<file path="config.mk">
export PLATFORM = sky130hd
export DESIGN_NAME = bcd_display_scanner_flat
export DESIGN_NICKNAME = d
export VERILOG_FILES = /design/src/rtl/display_pkg.sv /design/src/rtl/bcd_display_scanner_if.sv /design/src/rtl/bcd_display_scanner_scan_tick_gen.sv /design/src/rtl/bcd_display_scanner.sv /design/src/flat_wrapper.sv
export SDC_FILE = /design/constraint.sdc
export NUM_CORES = 1
export LEC_CHECK = 0
export BUFFER_PORTS_ARGS = -buffer_cell sky130_fd_sc_hd__buf_2
export CORE_MARGIN = 3
export CORE_UTILIZATION = 58
export CTS_CLUSTER_SIZE = 30
export DETAILED_ROUTE_END_ITERATION = 10
export PLACE_DENSITY = 0.82
export SLEW_MARGIN = 20
export SYNTH_ARGS = -nofsm -noshare
export SYNTH_HDL_FRONTEND = slang
export SYNTH_SLANG_ARGS = --single-unit
</file>
<file path="constraint.sdc">
create_clock -name clk -period 2.8 [get_ports clk]
set_clock_uncertainty 0.15 [all_clocks]
set_input_delay 0.56 -clock clk [delete_from_list [all_inputs] [get_ports clk]]
set_output_delay 0.56 -clock clk [all_outputs]
set_load 0.03 [all_outputs]
</file>
<file path="src/rtl/display_pkg.sv">
// Shared definitions for the multiplexed display path.
//   BCD_BLANK      - nibble value the segment decoder renders as all-off
//   cnt_width()    - register width needed to count 0..n-1 (minimum 1)
//   anode_off_bit()- level of one disabled anode bit for a given polarity
package display_pkg;

    localparam logic [3:0] BCD_BLANK = 4'hF;

    function automatic int unsigned cnt_width(input int unsigned n);
        return (n <= 2) ? 1 : $clog2(n);
    endfunction

    function automatic logic anode_off_bit(input bit active_low);
        return active_low;
    endfunction

endpackage

</file>
<file path="src/rtl/bcd_display_scanner_if.sv">
// Bus between a display-data producer (master) and the scanner (slave).
//   enable, load, digits_in, dp_in, lz_blank : producer -> scanner
//   bcd_out, anode, dp_out, frame_start      : scanner -> producer/pins
interface bcd_display_scanner_if #(
    parameter int NUM_DIGITS = 4
);
    logic                    enable;
    logic                    load;
    logic [4*NUM_DIGITS-1:0] digits_in;
    logic [NUM_DIGITS-1:0]   dp_in;
    logic                    lz_blank;
    logic [3:0]              bcd_out;
    logic [NUM_DIGITS-1:0]   anode;
    logic                    dp_out;
    logic                    frame_start;

    modport master (
        output enable, load, digits_in, dp_in, lz_blank,
        input  bcd_out, anode, dp_out, frame_start
    );

    modport slave (
        input  enable, load, digits_in, dp_in, lz_blank,
        output bcd_out, anode, dp_out, frame_start
    );
endinterface

</file>
<file path="src/rtl/bcd_display_scanner_scan_tick_gen.sv">
// Slot prescaler: counts 0..CLK_DIV-1 while enabled, holds otherwise.
//   clk, rst  - clock, async active-high reset
//   enable    - count when 1, hold when 0
//   tick      - high in the wrap cycle (count == CLK_DIV-1 and enabled)
//   count_nxt - value the counter takes at the next edge; the scanner
//               registers its outputs from next state, so it compares this
module scan_tick_gen
    import display_pkg::*;
#(
    parameter int          CLK_DIV = 50000,
    parameter int unsigned CNT_W   = cnt_width(CLK_DIV)
) (
    input  logic             clk,
    input  logic             rst,
    input  logic             enable,
    output logic             tick,
    output logic [CNT_W-1:0] count_nxt
);
    logic [CNT_W-1:0] count;

    always_comb begin
        tick      = enable && (count == CNT_W'(CLK_DIV - 1));
        count_nxt = count;
        if (enable) begin
            count_nxt = tick ? '0 : count + 1'b1;
        end
    end

    always_ff @(posedge clk or posedge rst) begin
        if (rst) begin
            count <= '0;
        end else begin
            count <= count_nxt;
        end
    end
endmodule

</file>
<file path="src/rtl/bcd_display_scanner.sv">
// Time-multiplexed BCD digit scanner feeding a BCD-to-7-segment decoder.
//   clk, rst - clock, async active-high reset
//   bus      - slave side of bcd_display_scanner_if:
//              enable/load/digits_in/dp_in/lz_blank in,
//              bcd_out/anode/dp_out/frame_start out (all registered)
// Loads land in a shadow register; the shadow is copied to the active
// register only when the scan wraps to digit 0, so a frame is never torn.
module bcd_display_scanner
    import display_pkg::*;
#(
    parameter int NUM_DIGITS       = 4,
    parameter int CLK_DIV          = 50000,
    parameter int BLANK_CYC        = 2,
    parameter int ANODE_ACTIVE_LOW = 1
) (
    input logic                clk,
    input logic                rst,
    bcd_display_scanner_if.slave bus
);
    localparam int unsigned IDX_W = cnt_width(NUM_DIGITS);
    localparam int unsigned CNT_W = cnt_width(CLK_DIV);
    localparam logic [NUM_DIGITS-1:0] ANODE_OFF =
        {NUM_DIGITS{anode_off_bit(ANODE_ACTIVE_LOW != 0)}};

    logic                    tick;
    logic [CNT_W-1:0]        count_nxt;
    logic [IDX_W-1:0]        idx, idx_nxt;
    logic                    wrap;
    logic [4*NUM_DIGITS-1:0] shadow_dig, active_dig, active_dig_nxt;
    logic [NUM_DIGITS-1:0]   shadow_dp, active_dp, active_dp_nxt;
    logic [NUM_DIGITS-1:0]   sup, sel;
    logic                    run;
    logic [3:0]              bcd_d, bcd_q;
    logic [NUM_DIGITS-1:0]   anode_d, anode_q;
    logic                    dp_d, dp_q, fs_q;

    scan_tick_gen #(
        .CLK_DIV (CLK_DIV),
        .CNT_W   (CNT_W)
    ) u_tick (
        .clk       (clk),
        .rst       (rst),
        .enable    (bus.enable),
        .tick      (tick),
        .count_nxt (count_nxt)
    );

    always_comb begin
        wrap    = tick && (idx == IDX_W'(NUM_DIGITS - 1));
        idx_nxt = idx;
        if (tick) begin
            idx_nxt = wrap ? '0 : idx + 1'b1;
        end

        active_dig_nxt = active_dig;
        active_dp_nxt  = active_dp;
        if (wrap) begin
            // a load in the wrap cycle bypasses the shadow so it shows at once
            active_dig_nxt = bus.load ? bus.digits_in : shadow_dig;
            active_dp_nxt  = bus.load ? bus.dp_in     : shadow_dp;
        end

        // sup[i]: digits NUM_DIGITS-1 down to i are all zero; digit 0 exempt
        run = 1'b1;
        sup = '0;
        for (int unsigned k = 0; k < NUM_DIGITS - 1; k++) begin
            run = run & (active_dig_nxt[4*(NUM_DIGITS-1-k) +: 4] == 4'd0);
            sup[NUM_DIGITS-1-k] = run;
        end

        sel          = '0;
        sel[idx_nxt] = 1'b1;

        anode_d = ANODE_OFF ^ sel;
        bcd_d   = (bus.lz_blank && sup[idx_nxt]) ? BCD_BLANK
                                                 : active_dig_nxt[{idx_nxt, 2'b00} +: 4];
        dp_d    = ~active_dp_nxt[idx_nxt];

        if (!bus.enable) begin
            anode_d = ANODE_OFF;
            bcd_d   = BCD_BLANK;
            dp_d    = 1'b1;
        end else if (count_nxt < CNT_W'(BLANK_CYC)) begin
            anode_d = ANODE_OFF;
        end
    end

    always_ff @(posedge clk or posedge rst) begin
        if (rst) begin
            idx        <= '0;
            shadow_dig <= '0;
            shadow_dp  <= '0;
            active_dig <= '0;
            active_dp  <= '0;
            bcd_q      <= BCD_BLANK;
            anode_q    <= ANODE_OFF;
            dp_q       <= 1'b1;
            fs_q       <= 1'b0;
        end else begin
            if (bus.load) begin
                shadow_dig <= bus.digits_in;
                shadow_dp  <= bus.dp_in;
            end
            idx        <= idx_nxt;
            active_dig <= active_dig_nxt;
            active_dp  <= active_dp_nxt;
            bcd_q      <= bcd_d;
            anode_q    <= anode_d;
            dp_q       <= dp_d;
            fs_q       <= wrap;
        end
    end

    assign bus.bcd_out     = bcd_q;
    assign bus.anode       = anode_q;
    assign bus.dp_out      = dp_q;
    assign bus.frame_start = fs_q;
endmodule

</file>
<file path="src/flat_wrapper.sv">
// flat-port wrapper written by rule: the top's interface ports become plain ports
module bcd_display_scanner_flat import display_pkg::*;
#(
    parameter int NUM_DIGITS       = 4,
    parameter int CLK_DIV          = 50000,
    parameter int BLANK_CYC        = 2,
    parameter int ANODE_ACTIVE_LOW = 1
)
  (clk, rst, bus_enable, bus_load, bus_digits_in, bus_dp_in, bus_lz_blank, bus_bcd_out, bus_anode, bus_dp_out, bus_frame_start);
  bcd_display_scanner_if #(.NUM_DIGITS(NUM_DIGITS)) bus_i ();
  input logic clk;
  input logic rst;
  input wire logic [$bits(bus_i.enable)-1:0] bus_enable;
  input wire logic [$bits(bus_i.load)-1:0] bus_load;
  input wire logic [$bits(bus_i.digits_in)-1:0] bus_digits_in;
  input wire logic [$bits(bus_i.dp_in)-1:0] bus_dp_in;
  input wire logic [$bits(bus_i.lz_blank)-1:0] bus_lz_blank;
  output wire logic [$bits(bus_i.bcd_out)-1:0] bus_bcd_out;
  output wire logic [$bits(bus_i.anode)-1:0] bus_anode;
  output wire logic [$bits(bus_i.dp_out)-1:0] bus_dp_out;
  output wire logic [$bits(bus_i.frame_start)-1:0] bus_frame_start;
  assign bus_i.enable = bus_enable;
  assign bus_i.load = bus_load;
  assign bus_i.digits_in = bus_digits_in;
  assign bus_i.dp_in = bus_dp_in;
  assign bus_i.lz_blank = bus_lz_blank;
  assign bus_bcd_out = bus_i.bcd_out;
  assign bus_anode = bus_i.anode;
  assign bus_dp_out = bus_i.dp_out;
  assign bus_frame_start = bus_i.frame_start;
  bcd_display_scanner #(.NUM_DIGITS(NUM_DIGITS), .CLK_DIV(CLK_DIV), .BLANK_CYC(BLANK_CYC), .ANODE_ACTIVE_LOW(ANODE_ACTIVE_LOW)) u_core (.clk(clk), .rst(rst), .bus(bus_i));
endmodule
</file>
# Word level (Yosys, flattened, before mapping)
# Cells that the tools add are included.
# W data, S select, Z words.
dict set report totals {
  regBits 68
  input_bits 25
  out_inout_bits 10
  word_cells 48
}
dict set report op_classes {
  n_addsub 2
  n_lt_le_gt_ge 3
  n_eq_ne 2
  n_shift 1
  mux 19
  bitwise 4
  reduce_logical 7
}
# operator count
set op_table {}
lappend op_table {{$mux W16} 4}
lappend op_table {{$mux W4} 6}
lappend op_table {{$add A16 B1 Y16 const B} 1}
lappend op_table {{$eq A16 B16 Y1 const B} 1}
lappend op_table {{$lt A16 B2 Y1 const B} 1}
lappend op_table {{$shiftx A16 B5 Y4} 1}
lappend op_table {{$logic_not A4 Y1} 3}
lappend op_table {{$bmux W1 S2} 2}
lappend op_table {{$logic_and A1 B1 Y1} 4}
lappend op_table {{$mux W1} 4}
lappend op_table {{$mux W2} 2}
lappend op_table {{$not A4 Y4} 1}
lappend op_table {{$lt A2 B3 Y1 const B} 1}
lappend op_table {{$add A2 B1 Y2 const B} 1}
lappend op_table {{$and A1 B1 Y1} 2}
lappend op_table {{$demux W1 S2} 1}
lappend op_table {{$eq A2 B2 Y1 const B} 1}
lappend op_table {{$ge A2 B1 Y1 const B} 1}
lappend op_table {{$not A1 Y1} 1}

# Depth between registers and ports, before layout
# Gate-level depths: netlist of run 1.
dict set report logic_depth {
  depth_word 12
  ltp_mapped 10
  ltp_nobuf 9
}

# By module
# A second synthesis of run 1 with hierarchy kept.
dict set report unflattened {
  hier_cells 240
  hier_area_um2 3021.6
}
# module instances cells_per_inst area_per_inst_um2 seq_area_each_um2
set by_module_without_submodules {}
lappend by_module_without_submodules {bcd_display_scanner 1 164 2225.9 1312.5}
lappend by_module_without_submodules {scan_tick_gen 1 76 795.8 400.4}

# Worst setup path before layout of run 1
# Ideal clock, no wire load.
dict set report synth_timing {
  path_type {input port to flip-flop}
  from {input port bus_load}
  to {register u_core.bcd_q[0] (netlist: u_core.bus.bcd_out[0])}
  setup_ps 72
  arrival_time_ps 2400
  required_time_ps 2578
  slack_ps 178
  stages 7
  path_buffers 2
  path_cell_list {clkbuf_1 -> buf_1 -> mux2_2 -> nor4_1 -> o211ai_1 -> o31a_1 -> o21ai_1}
}
dict set report synth_between {
  elab_chain_len 10
  word_cells_on_any_way 13
  cone_classes {shift: 1; mux: 6; bitwise: 2; reduce/logical: 4}
}
# item line_no
set synth_rtl {}
lappend synth_rtl {{start: declaration} flat_wrapper.sv:14} ;# input wire logic [$bits(bus_i.load)-1:0] bus_load;
lappend synth_rtl {{$mux W16 *} bcd_display_scanner.sv:59} ;# active_dig_nxt = bus.load ? bus.digits_in : shadow_dig;
lappend synth_rtl {{$mux W16 *} bcd_display_scanner.sv:57} ;# if (wrap) begin
lappend synth_rtl {{$logic_not A4 Y1} bcd_display_scanner.sv:67} ;# run = run & (active_dig_nxt[4*(NUM_DIGITS-1-k) +: 4] == 4'd0);
lappend synth_rtl {{$and A1 B1 Y1 (2 in a row)} bcd_display_scanner.sv:67}
lappend synth_rtl {{$bmux W1 S2} bcd_display_scanner.sv:75} ;# bcd_d = (bus.lz_blank && sup[idx_nxt]) ? BCD_BLANK
lappend synth_rtl {{$mux W1 (not written as such)} bcd_display_scanner.sv:75}
lappend synth_rtl {{$logic_and A1 B1 Y1} bcd_display_scanner.sv:75}
lappend synth_rtl {{$mux W4 *} bcd_display_scanner.sv:75}
lappend synth_rtl {{$mux W4 *} bcd_display_scanner.sv:79} ;# if (!bus.enable) begin
lappend synth_rtl {{net u_core.bcd_d[0]} bcd_display_scanner.sv:33} ;# logic [3:0] bcd_d, bcd_q;
lappend synth_rtl {{end signal: assignment} bcd_display_scanner.sv:95} ;# bcd_q <= BCD_BLANK;
lappend synth_rtl {{end signal: assignment} bcd_display_scanner.sv:107} ;# bcd_q <= bcd_d;
lappend synth_rtl {{end: declaration} bcd_display_scanner.sv:33}
# The timed path passes the listed nets; every way through them passes the cells marked *. The select of a mux whose other input is x is not followed.

# Worst setup path in the final report of run 1
dict set report layout_timing {
  from {register u_core.u_tick.count[0]}
  to {register u_core.bcd_q[0] (netlist: u_core.bus.bcd_out[0])}
}
dict set report layout_between {
  word_cells_on_any_way 17
  cone_classes {eq/ne: 1; shift: 1; mux: 7; bitwise: 2; reduce/logical: 6}
}
# item line_no
set layout_lines {}
lappend layout_lines {{start: declaration} bcd_display_scanner_scan_tick_gen.sv:19} ;# logic [CNT_W-1:0] count;
lappend layout_lines {{start signal: assignment} bcd_display_scanner_scan_tick_gen.sv:33} ;# count <= count_nxt;
lappend layout_lines {{$eq A16 B16 Y1 *} bcd_display_scanner_scan_tick_gen.sv:22} ;# tick = enable && (count == CNT_W'(CLK_DIV - 1));
lappend layout_lines {{$logic_and A1 B1 Y1 *} bcd_display_scanner_scan_tick_gen.sv:22}
lappend layout_lines {{$logic_and A1 B1 Y1 *} bcd_display_scanner.sv:49} ;# wrap = tick && (idx == IDX_W'(NUM_DIGITS - 1));
lappend layout_lines {{$mux W16 *} bcd_display_scanner.sv:57}
lappend layout_lines {{net u_core.active_dig_nxt[4]} bcd_display_scanner.sv:29} ;# logic [4*NUM_DIGITS-1:0] shadow_dig, active_dig, active_dig_nxt;
lappend layout_lines {{$logic_not A4 Y1} bcd_display_scanner.sv:67}
lappend layout_lines {{$and A1 B1 Y1} bcd_display_scanner.sv:67}
lappend layout_lines {{$bmux W1 S2} bcd_display_scanner.sv:75}
lappend layout_lines {{$mux W1 (not written as such)} bcd_display_scanner.sv:75}
lappend layout_lines {{$logic_and A1 B1 Y1} bcd_display_scanner.sv:75}
lappend layout_lines {{$mux W4 *} bcd_display_scanner.sv:75}
lappend layout_lines {{$mux W4 *} bcd_display_scanner.sv:79}
lappend layout_lines {{net u_core.bcd_d[0]} bcd_display_scanner.sv:33}
# Marked as above.

==> flow_results.xml, run 1 <==
<?xml version="1.0" encoding="UTF-8"?>
<metrics>
  <group name="synthesis">
    <metric name="synth_cells" unit="">246</metric>
    <metric name="syn_area" unit="µm²">3084</metric>
    <metric name="compound_gate_portion_of_the_synthesized_area" unit="%">6.247</metric>
    <metric name="netlist_top_cells_area" unit="">sky130_fd_sc_hd__dfrtp_1, sky130_fd_sc_hd__mux2_2, sky130_fd_sc_hd__dfstp_2</metric>
    <metric name="synth_cell_types" unit="">46</metric>
    <metric name="synth_mux_area_share" unit="%">15.86</metric>
    <metric name="postSynthRegisterBits" unit="">68</metric>
    <metric name="postSynth.topFlopCell" unit="">sky130_fd_sc_hd__dfrtp_1</metric>
    <metric name="synth_enable_flop_cells" unit="">0</metric>
    <metric name="synthDominantCellAreaShare" unit="%">47.87</metric>
    <metric name="synth_top_area_cell" unit="">sky130_fd_sc_hd__dfrtp_1</metric>
    <metric name="synth_simple_gate_area_share" unit="%">13.91</metric>
    <metric name="synth_adder_area_share" unit="%">0.8114</metric>
    <metric name="async_s_r_ff_share_synth" unit="%">100.0</metric>
    <metric name="combinational_family_with_the_most_area_after_synthesis" unit="">multiplexers</metric>
    <metric name="yosys.area_share.xor_xnor" unit="%">3.976</metric>
    <metric name="synth.yosys.warnings" unit="">0</metric>
    <metric name="postSynthAreaPerCell" unit="µm²">12.54</metric>
    <metric name="synth.yosys.seq_area_share" unit="%">55.54</metric>
    <metric name="synthesis.nets" unit="">273</metric>
  </group>
  <group name="detailed_routing">
    <metric name="wire_per_inst" unit="µm">16.97</metric>
    <metric name="dr_vias" unit="">2098</metric>
    <metric name="routed_via_density" unit="">5.732</metric>
    <metric name="detail_route.drc_violations" unit="">0</metric>
    <metric name="routed_wirelength" unit="mm">6.210</metric>
    <metric name="drt.antenna.violating_nets" unit="">0</metric>
    <metric name="detail_route.iter0.violations" unit="">169</metric>
    <metric name="drt_first_pass_iters" unit="">4</metric>
  </group>
  <group name="final_layout">
    <metric name="antenna-diode-count" unit="">0</metric>
    <metric name="fillerInstances" unit="">341</metric>
    <metric name="post_route_cells_drive_above_1_share" unit="%">40.47</metric>
    <metric name="num-nets-final" unit="">321</metric>
    <metric name="area_growth_syn_to_layout" unit="%">16.11</metric>
    <metric name="post-route-util" unit="%">72.46</metric>
  </group>
  <group name="power_and_ir_drop">
    <metric name="share_of_total_power_in_combinational_logic" unit="%">12.2</metric>
    <metric name="p_switching" unit="mW">0.5701</metric>
    <metric name="ir_drop" unit="V">0.0003544</metric>
    <metric name="sequential_power_share" unit="%">51.7</metric>
    <metric name="p_sw_share" unit="%">26.22</metric>
    <metric name="power_density_of_the_placed_cells" unit="nW/µm²">607.2</metric>
    <metric name="power.leakage" unit="nW">1.677</metric>
    <metric name="p_int" unit="mW">1.604</metric>
    <metric name="power.share.clock" unit="%">36.1</metric>
  </group>
  <group name="floorplanning">
    <metric name="initial_core_util" unit="%">62.41</metric>
    <metric name="io_pins" unit="">35</metric>
    <metric name="dieHeight" unit="µm">78.92</metric>
    <metric name="placeable_core_area" unit="µm²">4942</metric>
    <metric name="rows" unit="">25</metric>
    <metric name="fp.dieW" unit="µm">78.92</metric>
    <metric name="fp.dieArea" unit="µm²">6228</metric>
  </group>
  <group name="clock_network">
    <metric name="worst_setup_hold_path_clk_slew" unit="ns">0.07</metric>
    <metric name="worstSkewPairLatency" unit="ns">0.33</metric>
    <metric name="cts_tree" unit="">built</metric>
    <metric name="cts_htree_levels" unit="">3</metric>
    <metric name="postCtsSetupBuffers" unit="">0</metric>
    <metric name="clock_tree.buffer_depth" unit="">2</metric>
    <metric name="cts_hold_buf" unit="">0</metric>
    <metric name="post_cts_resize_count" unit="">0</metric>
    <metric name="cts_num_sinks" unit="">68</metric>
    <metric name="root_buffer" unit="">sky130_fd_sc_hd__clkbuf_8</metric>
    <metric name="cts_buffers" unit="">9</metric>
  </group>
  <group name="setup_path">
    <metric name="path_cells" unit="">ha_1, and4_2, nand4_4, or2_1, buf_4, mux2_4, and2_0, a211oi_2, o21ai_1</metric>
    <metric name="crit_slowest_cell" unit="">sky130_fd_sc_hd__dfrtp_1</metric>
    <metric name="worstPathBufferInverterCount" unit="">1</metric>
    <metric name="critPathArrivalTime" unit="ns">2.76</metric>
    <metric name="kind_of_cell_adding_the_most_delay_to_the_critical_path" unit="">simple AND/OR/NAND/NOR gates</metric>
    <metric name="setup.worst_path.class" unit="">register to register</metric>
    <metric name="setup.worst_path.end_class" unit="">register</metric>
    <metric name="critPathMaxStageDelay" unit="ns">0.39</metric>
    <metric name="worstPathRequired" unit="ns">2.90</metric>
    <metric name="setup.worst_path.start_class" unit="">register</metric>
    <metric name="largest_fanout_on_the_critical_path" unit="">16</metric>
  </group>
  <group name="sta">
    <metric name="timing.hold.ws" unit="ns">0.1338</metric>
    <metric name="slew_headroom" unit="%">62.09</metric>
    <metric name="post-route-period-util" unit="%">94.94</metric>
    <metric name="report.final.hold_viol_count" unit="">0</metric>
    <metric name="achievable-frequency" unit="MHz">376.2</metric>
    <metric name="timing.final.crit_period" unit="ns">2.658</metric>
    <metric name="setup_violations" unit="">0</metric>
    <metric name="max_slew.worst_pin.slew" unit="ns">0.5678</metric>
    <metric name="timing.final.max_slew_violations" unit="">0</metric>
  </group>
  <group name="global_routing">
    <metric name="grtUsageTotal" unit="%">21.56</metric>
    <metric name="grt_max_degree" unit="">44</metric>
    <metric name="antenna_found_initial" unit="">0</metric>
    <metric name="vias_in_the_first_global_route" unit="">2091</metric>
    <metric name="final_global_route_overflow_total" unit="">0</metric>
    <metric name="wire_length_of_the_first_global_routing_pass" unit="mm">10.32</metric>
  </group>
  <group name="placed_design">
    <metric name="place.detailed.hpwl" unit="mm">4.331</metric>
    <metric name="portBuffers" unit="">34</metric>
    <metric name="gp_congestion" unit="">0.8985</metric>
  </group>
  <group name="run_status">
    <metric name="run_status" unit="">complete, no violations</metric>
  </group>
  <group name="run">
    <metric name="maxCapViolCount" unit="">0</metric>
  </group>
  <group name="worst_hold_path">
    <metric name="worst_hold_path_type" unit="">primary input to asynchronous set/reset pin</metric>
  </group>
</metrics>
-- power by group through the flow --
stage	registers [mW]	logic, mW	clock network (mW)
after floorplan	1.14	0.170	0
final	1.13	0.264	0.785
after detailed placement	1.14	0.262	0
after CTS	1.12	0.266	0.796
after global routing	1.13	0.295	0.836
after global placement	1.13	0.258	0
-- per-layer routing --
layer	global-route usage (%)	part of all wire, %	vias to the layer above
met3	4.195	6.0	15
met4	9.622	1.8	0
met1	30.17	46	1029
li1	-	-	972
met2	32.85	46	82
met5	0	0	-
-- synth_stat cells (all sizes together), types with 3 or more instances --
| master | n |
|---|---|
| and2 | 8 |
| o21ai | 8 |
| dfrtp | 59 |
| clkbuf | 3 |
| xnor2 | 10 |
| nand4 | 5 |
| inv | 12 |
| nand3 | 12 |
| a21oi | 3 |
| nand2 | 12 |
| nor4 | 6 |
| mux2 | 40 |
| buf | 6 |
| nor3 | 5 |
| a211oi | 9 |
| dfstp | 9 |
| xor2 | 4 |
| nor2 | 11 |
-- area by class of cell --
cell class / instances / area (µm²) / area share [%]
Sequential cell: 68 / 1713 / 47.83
Multi-Input combinational cell: 156 / 1269 / 35.43
Timing Repair Buffer: 46 / 272.8 / 7.617
Clock buffer: 11 / 141.4 / 3.948
Tap cell: 67 / 83.83 / 2.341
Clock inverter: 5 / 52.55 / 1.468
Inverter: 13 / 48.80 / 1.363
-- cell usage in the layout, fill, tap and decap left out, drive strengths merged, types with 2 or more instances in the layout --
master / n
a211oi: 9
a21oi: 3
and2: 8
and3: 2
and4: 2
and4bb: 2
buf: 46
clkbuf: 11
clkinv: 4
dfrtp: 59
dfstp: 9
ha: 2
inv: 12
mux2: 40
mux2i: 2
nand2: 12
nand3: 12
nand4: 5
nor2: 11
nor3: 5
nor4: 6
o21ai: 8
or4: 2
xnor2: 10
xor2: 4
-- worst paths after layout --
kind	slack, ns	endpoint	depth (start not counted)	start
max	0.14	u_core.bus.bcd_out[0]	9	u_core.u_tick.count[0]
min	0.13	u_core.active_dp[0]	2	rst
max reg2reg	0.14	u_core.bus.bcd_out[0]	9	u_core.u_tick.count[0]
min reg2reg	0.35	u_core.active_dig[1]	1	u_core.active_dig[1]
max in group asynchronous	1.69	u_core.bus.anode[2]	3	rst
min in group clk	0.32	u_core.shadow_dp[1]	2	bus_dp_in[1]
-- cell families after synthesis --
kind of cell / Yosys count
buffers and inverters: 22
flip-flops: 68
AO/OA/AOI/OAI: 27
XOR/XNOR: 14
multiplexers: 42
AND/OR/NAND/NOR: 71
adder cells (fa/ha/maj): 2
-- metrics by stage --
step                TNS (ns)  instance area (µm²)  instances  setup slack [ns]  total power, mW
floorplan                  0                 3084        246            0.1783            1.308
global placement           0                 3377        350            0.1960            1.392
detailed placement         0                 3377        350            0.1320            1.402
CTS                        0                 3571        366            0.1401            2.184
global route        -0.01029                 3581        366          -0.01029            2.263
finish                     0                 3581        366            0.1418            2.174
-- state kept, by name, indices dropped and copies added, names as in the netlist, 2 cells and up --
signal	cells
u_core.shadow_dig	16
u_core.shadow_dp	4
u_core.idx	2
u_core.active_dp	4
u_core.u_tick.count	16
u_core.bus.bcd_out	4
u_core.active_dig	16
u_core.bus.anode	4
(Power assumes the default switching activity.)
==> run 2, diff against run 1 <==
--- a/config.mk
+++ b/config.mk
@@ -7,10 +7,10 @@
 export LEC_CHECK = 0
 export BUFFER_PORTS_ARGS = -buffer_cell sky130_fd_sc_hd__buf_2
 export CORE_MARGIN = 3
-export CORE_UTILIZATION = 58
+export CORE_UTILIZATION = 25
 export CTS_CLUSTER_SIZE = 30
 export DETAILED_ROUTE_END_ITERATION = 10
-export PLACE_DENSITY = 0.82
+export PLACE_DENSITY = 0.44
 export SLEW_MARGIN = 20
 export SYNTH_ARGS = -nofsm -noshare
 export SYNTH_HDL_FRONTEND = slang
==> run 2 against run 1 <==
Final cell count rose by 20%. Register-to-register slack improved by 0.09 ns. Hold slack got worse by 0.059 ns. Wire length rose by 12%. Critical path depth fell by 1. Sequential share of layout area fell by 2.0 points. Clock power rose by 29%. Critical path type unchanged. Largest cell class unchanged.
==> flow_results.xml, run 2 (same netlist as run 1, synthesis figures left out) <==
<?xml version="1.0" encoding="UTF-8"?>
<metrics>
  <group name="run_status">
    <metric name="run_status" unit="">complete, no violations</metric>
  </group>
  <group name="setup_path">
    <metric name="path_cells" unit="">ha_1, and4_1, nand4_4, or4b_2, nand2_1, a211oi_1, o31a_1, o21ai_1</metric>
    <metric name="crit-reg2reg-capture" unit="">u_core.bus.bcd_out[3]</metric>
    <metric name="critPathArrivalTime" unit="ns">2.67</metric>
    <metric name="worstPathBufferInverterCount" unit="">0</metric>
    <metric name="stages_on_the_worst_setup_path" unit="">8</metric>
    <metric name="rrSetupSlack" unit="ns">0.23</metric>
    <metric name="worstPathRequired" unit="ns">2.90</metric>
    <metric name="setup.worst_path.end" unit="">u_core.bus.bcd_out[3]</metric>
    <metric name="worst_r2r_startpoint" unit="">u_core.u_tick.count[0]</metric>
    <metric name="crit_slowest_cell" unit="">sky130_fd_sc_hd__or4b_2</metric>
    <metric name="kind_of_cell_adding_the_most_delay_to_the_critical_path" unit="">simple AND/OR/NAND/NOR gates</metric>
    <metric name="setup.worst_path.class" unit="">register to register</metric>
    <metric name="timing.critical_path.from" unit="">u_core.u_tick.count[0]</metric>
    <metric name="setup.worst_path.end_class" unit="">register</metric>
    <metric name="largest_fanout_on_the_critical_path" unit="">8</metric>
    <metric name="setup.worst_path.start_class" unit="">register</metric>
    <metric name="critPathMaxStageDelay" unit="ns">0.66</metric>
    <metric name="worst-r2r-cell-count" unit="">8</metric>
  </group>
  <group name="final_layout">
    <metric name="layout_top_registers" unit="">u_core.active_dig: 16 flops, u_core.shadow_dig: 16 flops, u_core.u_tick.count: 16 flops</metric>
    <metric name="post_route_cells_drive_above_1_share" unit="%">38.93</metric>
    <metric name="num-nets-final" unit="">320</metric>
    <metric name="final_common_cell" unit="">sky130_fd_sc_hd__dfrtp_1</metric>
    <metric name="antenna-diode-count" unit="">0</metric>
    <metric name="area_growth_syn_to_layout" unit="%">21.26</metric>
    <metric name="final_cells" unit="">441</metric>
    <metric name="most_used_cells_in_the_layout_excluding_fill_and_tap_cells" unit="">sky130_fd_sc_hd__dfrtp_1, sky130_fd_sc_hd__mux2_2, sky130_fd_sc_hd__buf_2</metric>
    <metric name="post-route-util" unit="%">31.93</metric>
  </group>
  <group name="sta">
    <metric name="timing.final.crit_period" unit="ns">2.565</metric>
    <metric name="min_setup_slack_post_route" unit="ns">0.2350</metric>
    <metric name="post-route-period-util" unit="%">91.61</metric>
    <metric name="unrepaired_setup_endpoints_after_global_routing" unit="">no</metric>
    <metric name="achievable-frequency" unit="MHz">389.9</metric>
    <metric name="setup_violations" unit="">0</metric>
    <metric name="slew_headroom" unit="%">72.03</metric>
    <metric name="timing.final.max_slew_violations" unit="">0</metric>
    <metric name="max_slew.worst_pin.slew" unit="ns">0.4191</metric>
    <metric name="report.final.hold_viol_count" unit="">0</metric>
    <metric name="tns" unit="ns">0</metric>
  </group>
  <group name="placed_design">
    <metric name="dp_slack" unit="ns">0.08562</metric>
    <metric name="place.detailed.hpwl" unit="mm">4.991</metric>
    <metric name="portBuffers" unit="">34</metric>
    <metric name="gp_congestion" unit="">0.7986</metric>
    <metric name="placed_cells" unit="">425</metric>
  </group>
  <group name="floorplanning">
    <metric name="fp.dieW" unit="µm">117.1</metric>
    <metric name="io_pins" unit="">35</metric>
    <metric name="rows" unit="">39</metric>
    <metric name="fp.dieArea" unit="µm²">13710</metric>
    <metric name="dieHeight" unit="µm">117.1</metric>
    <metric name="initial_core_util" unit="%">26.34</metric>
    <metric name="placeable_core_area" unit="µm²">11710</metric>
  </group>
  <group name="detailed_routing">
    <metric name="drt_first_pass_iters" unit="">4</metric>
    <metric name="detail_route.iter0.violations" unit="">113</metric>
    <metric name="drt.antenna.violating_nets" unit="">0</metric>
    <metric name="detail_route.drc_violations" unit="">0</metric>
    <metric name="dr_vias" unit="">2043</metric>
    <metric name="routed_wirelength" unit="mm">6.928</metric>
    <metric name="routed_via_density" unit="">4.633</metric>
    <metric name="wire_per_inst" unit="µm">15.71</metric>
  </group>
  <group name="clock_network">
    <metric name="worstSkewPairLatency" unit="ns">0.33</metric>
    <metric name="cts_num_sinks" unit="">68</metric>
    <metric name="root_buffer" unit="">sky130_fd_sc_hd__clkbuf_16</metric>
    <metric name="cts_tree" unit="">built</metric>
    <metric name="worst_setup_hold_path_clk_slew" unit="ns">0.06</metric>
    <metric name="post_cts_resize_count" unit="">0</metric>
    <metric name="cts_buffers" unit="">9</metric>
    <metric name="cts_hold_buf" unit="">0</metric>
    <metric name="postCtsSetupBuffers" unit="">0</metric>
    <metric name="clock_tree.buffer_depth" unit="">2</metric>
    <metric name="cts_htree_levels" unit="">3</metric>
  </group>
  <group name="power_and_ir_drop">
    <metric name="finalPower" unit="mW">2.398</metric>
    <metric name="ir_drop" unit="V">0.0003466</metric>
    <metric name="power.leakage" unit="nW">1.710</metric>
    <metric name="power_density_of_the_placed_cells" unit="nW/µm²">641.1</metric>
  </group>
  <group name="worst_hold_path">
    <metric name="worst_hold_path_type" unit="">primary input to asynchronous set/reset pin</metric>
  </group>
  <group name="global_routing">
    <metric name="grtUsageTotal" unit="%">11.49</metric>
    <metric name="antenna_found_initial" unit="">0</metric>
    <metric name="final_global_route_overflow_total" unit="">0</metric>
    <metric name="grt_max_degree" unit="">52</metric>
    <metric name="wire_length_of_the_first_global_routing_pass" unit="mm">11.67</metric>
    <metric name="vias_in_the_first_global_route" unit="">2284</metric>
  </group>
  <group name="run">
    <metric name="maxCapViolCount" unit="">0</metric>
  </group>
</metrics>
==> run 2: cell types whose count changed in the layout (fill, tap and decap cells not counted), sizes merged <==
cell / previous run / this run
clkinvlp: 1 / 2
buf: 46 / 45
bufinv: 1 / 0
==> run 2: worst min-delay path by stage <==
stage	from	cells after the start	endpoint	slack, ns
after floorplan	u_core.active_dig[2]	1	u_core.active_dig[2]	0.31
after global placement	u_core.active_dig[2]	1	u_core.active_dig[2]	0.33
after detailed placement	u_core.active_dig[1]	1	u_core.active_dig[1]	0.33
after CTS	rst	2	u_core.shadow_dig[1]	0.08
after global routing	rst	2	u_core.active_dig[2]	0.09
final	rst	2	u_core.shadow_dig[1]	0.07
==> run 2: layer usage <==
metal	track usage [%]	wire (µm)	up-vias
met5	0	0	-
met4	3.823	133	0
met3	4.473	304	12
met2	18.43	3251	37
met1	14.23	3238	1018
li1	-	-	976
==> run 2: area by class of cell <==
cell class,count,area [µm²]
clock inverters,5,30.03
multi-input cells,156,1259
inverters,13,48.80
fillers,1201,7971
well taps,143,178.9
clock buffers,11,232.7
repair buffers,45,277.8
flip-flops and latches,68,1713
==> run 2: where the power goes <==
group	internal, mW	leakage, nW	switching [mW]	total, mW
registers	1.06	0.863	0.0632	1.12
clock network	0.594	0.125	0.412	1.01
logic	0.117	0.722	0.150	0.267
total	1.77	1.71	0.626	2.40
==> run 2: metrics by stage <==
stage	hold slack (ns)	area, µm²
after floorplan	0.3135	3084
after global placement	0.3283	3477
after detailed placement	0.3291	3477
after CTS	0.08392	3740
after global routing	0.09019	3740
final	0.07439	3740
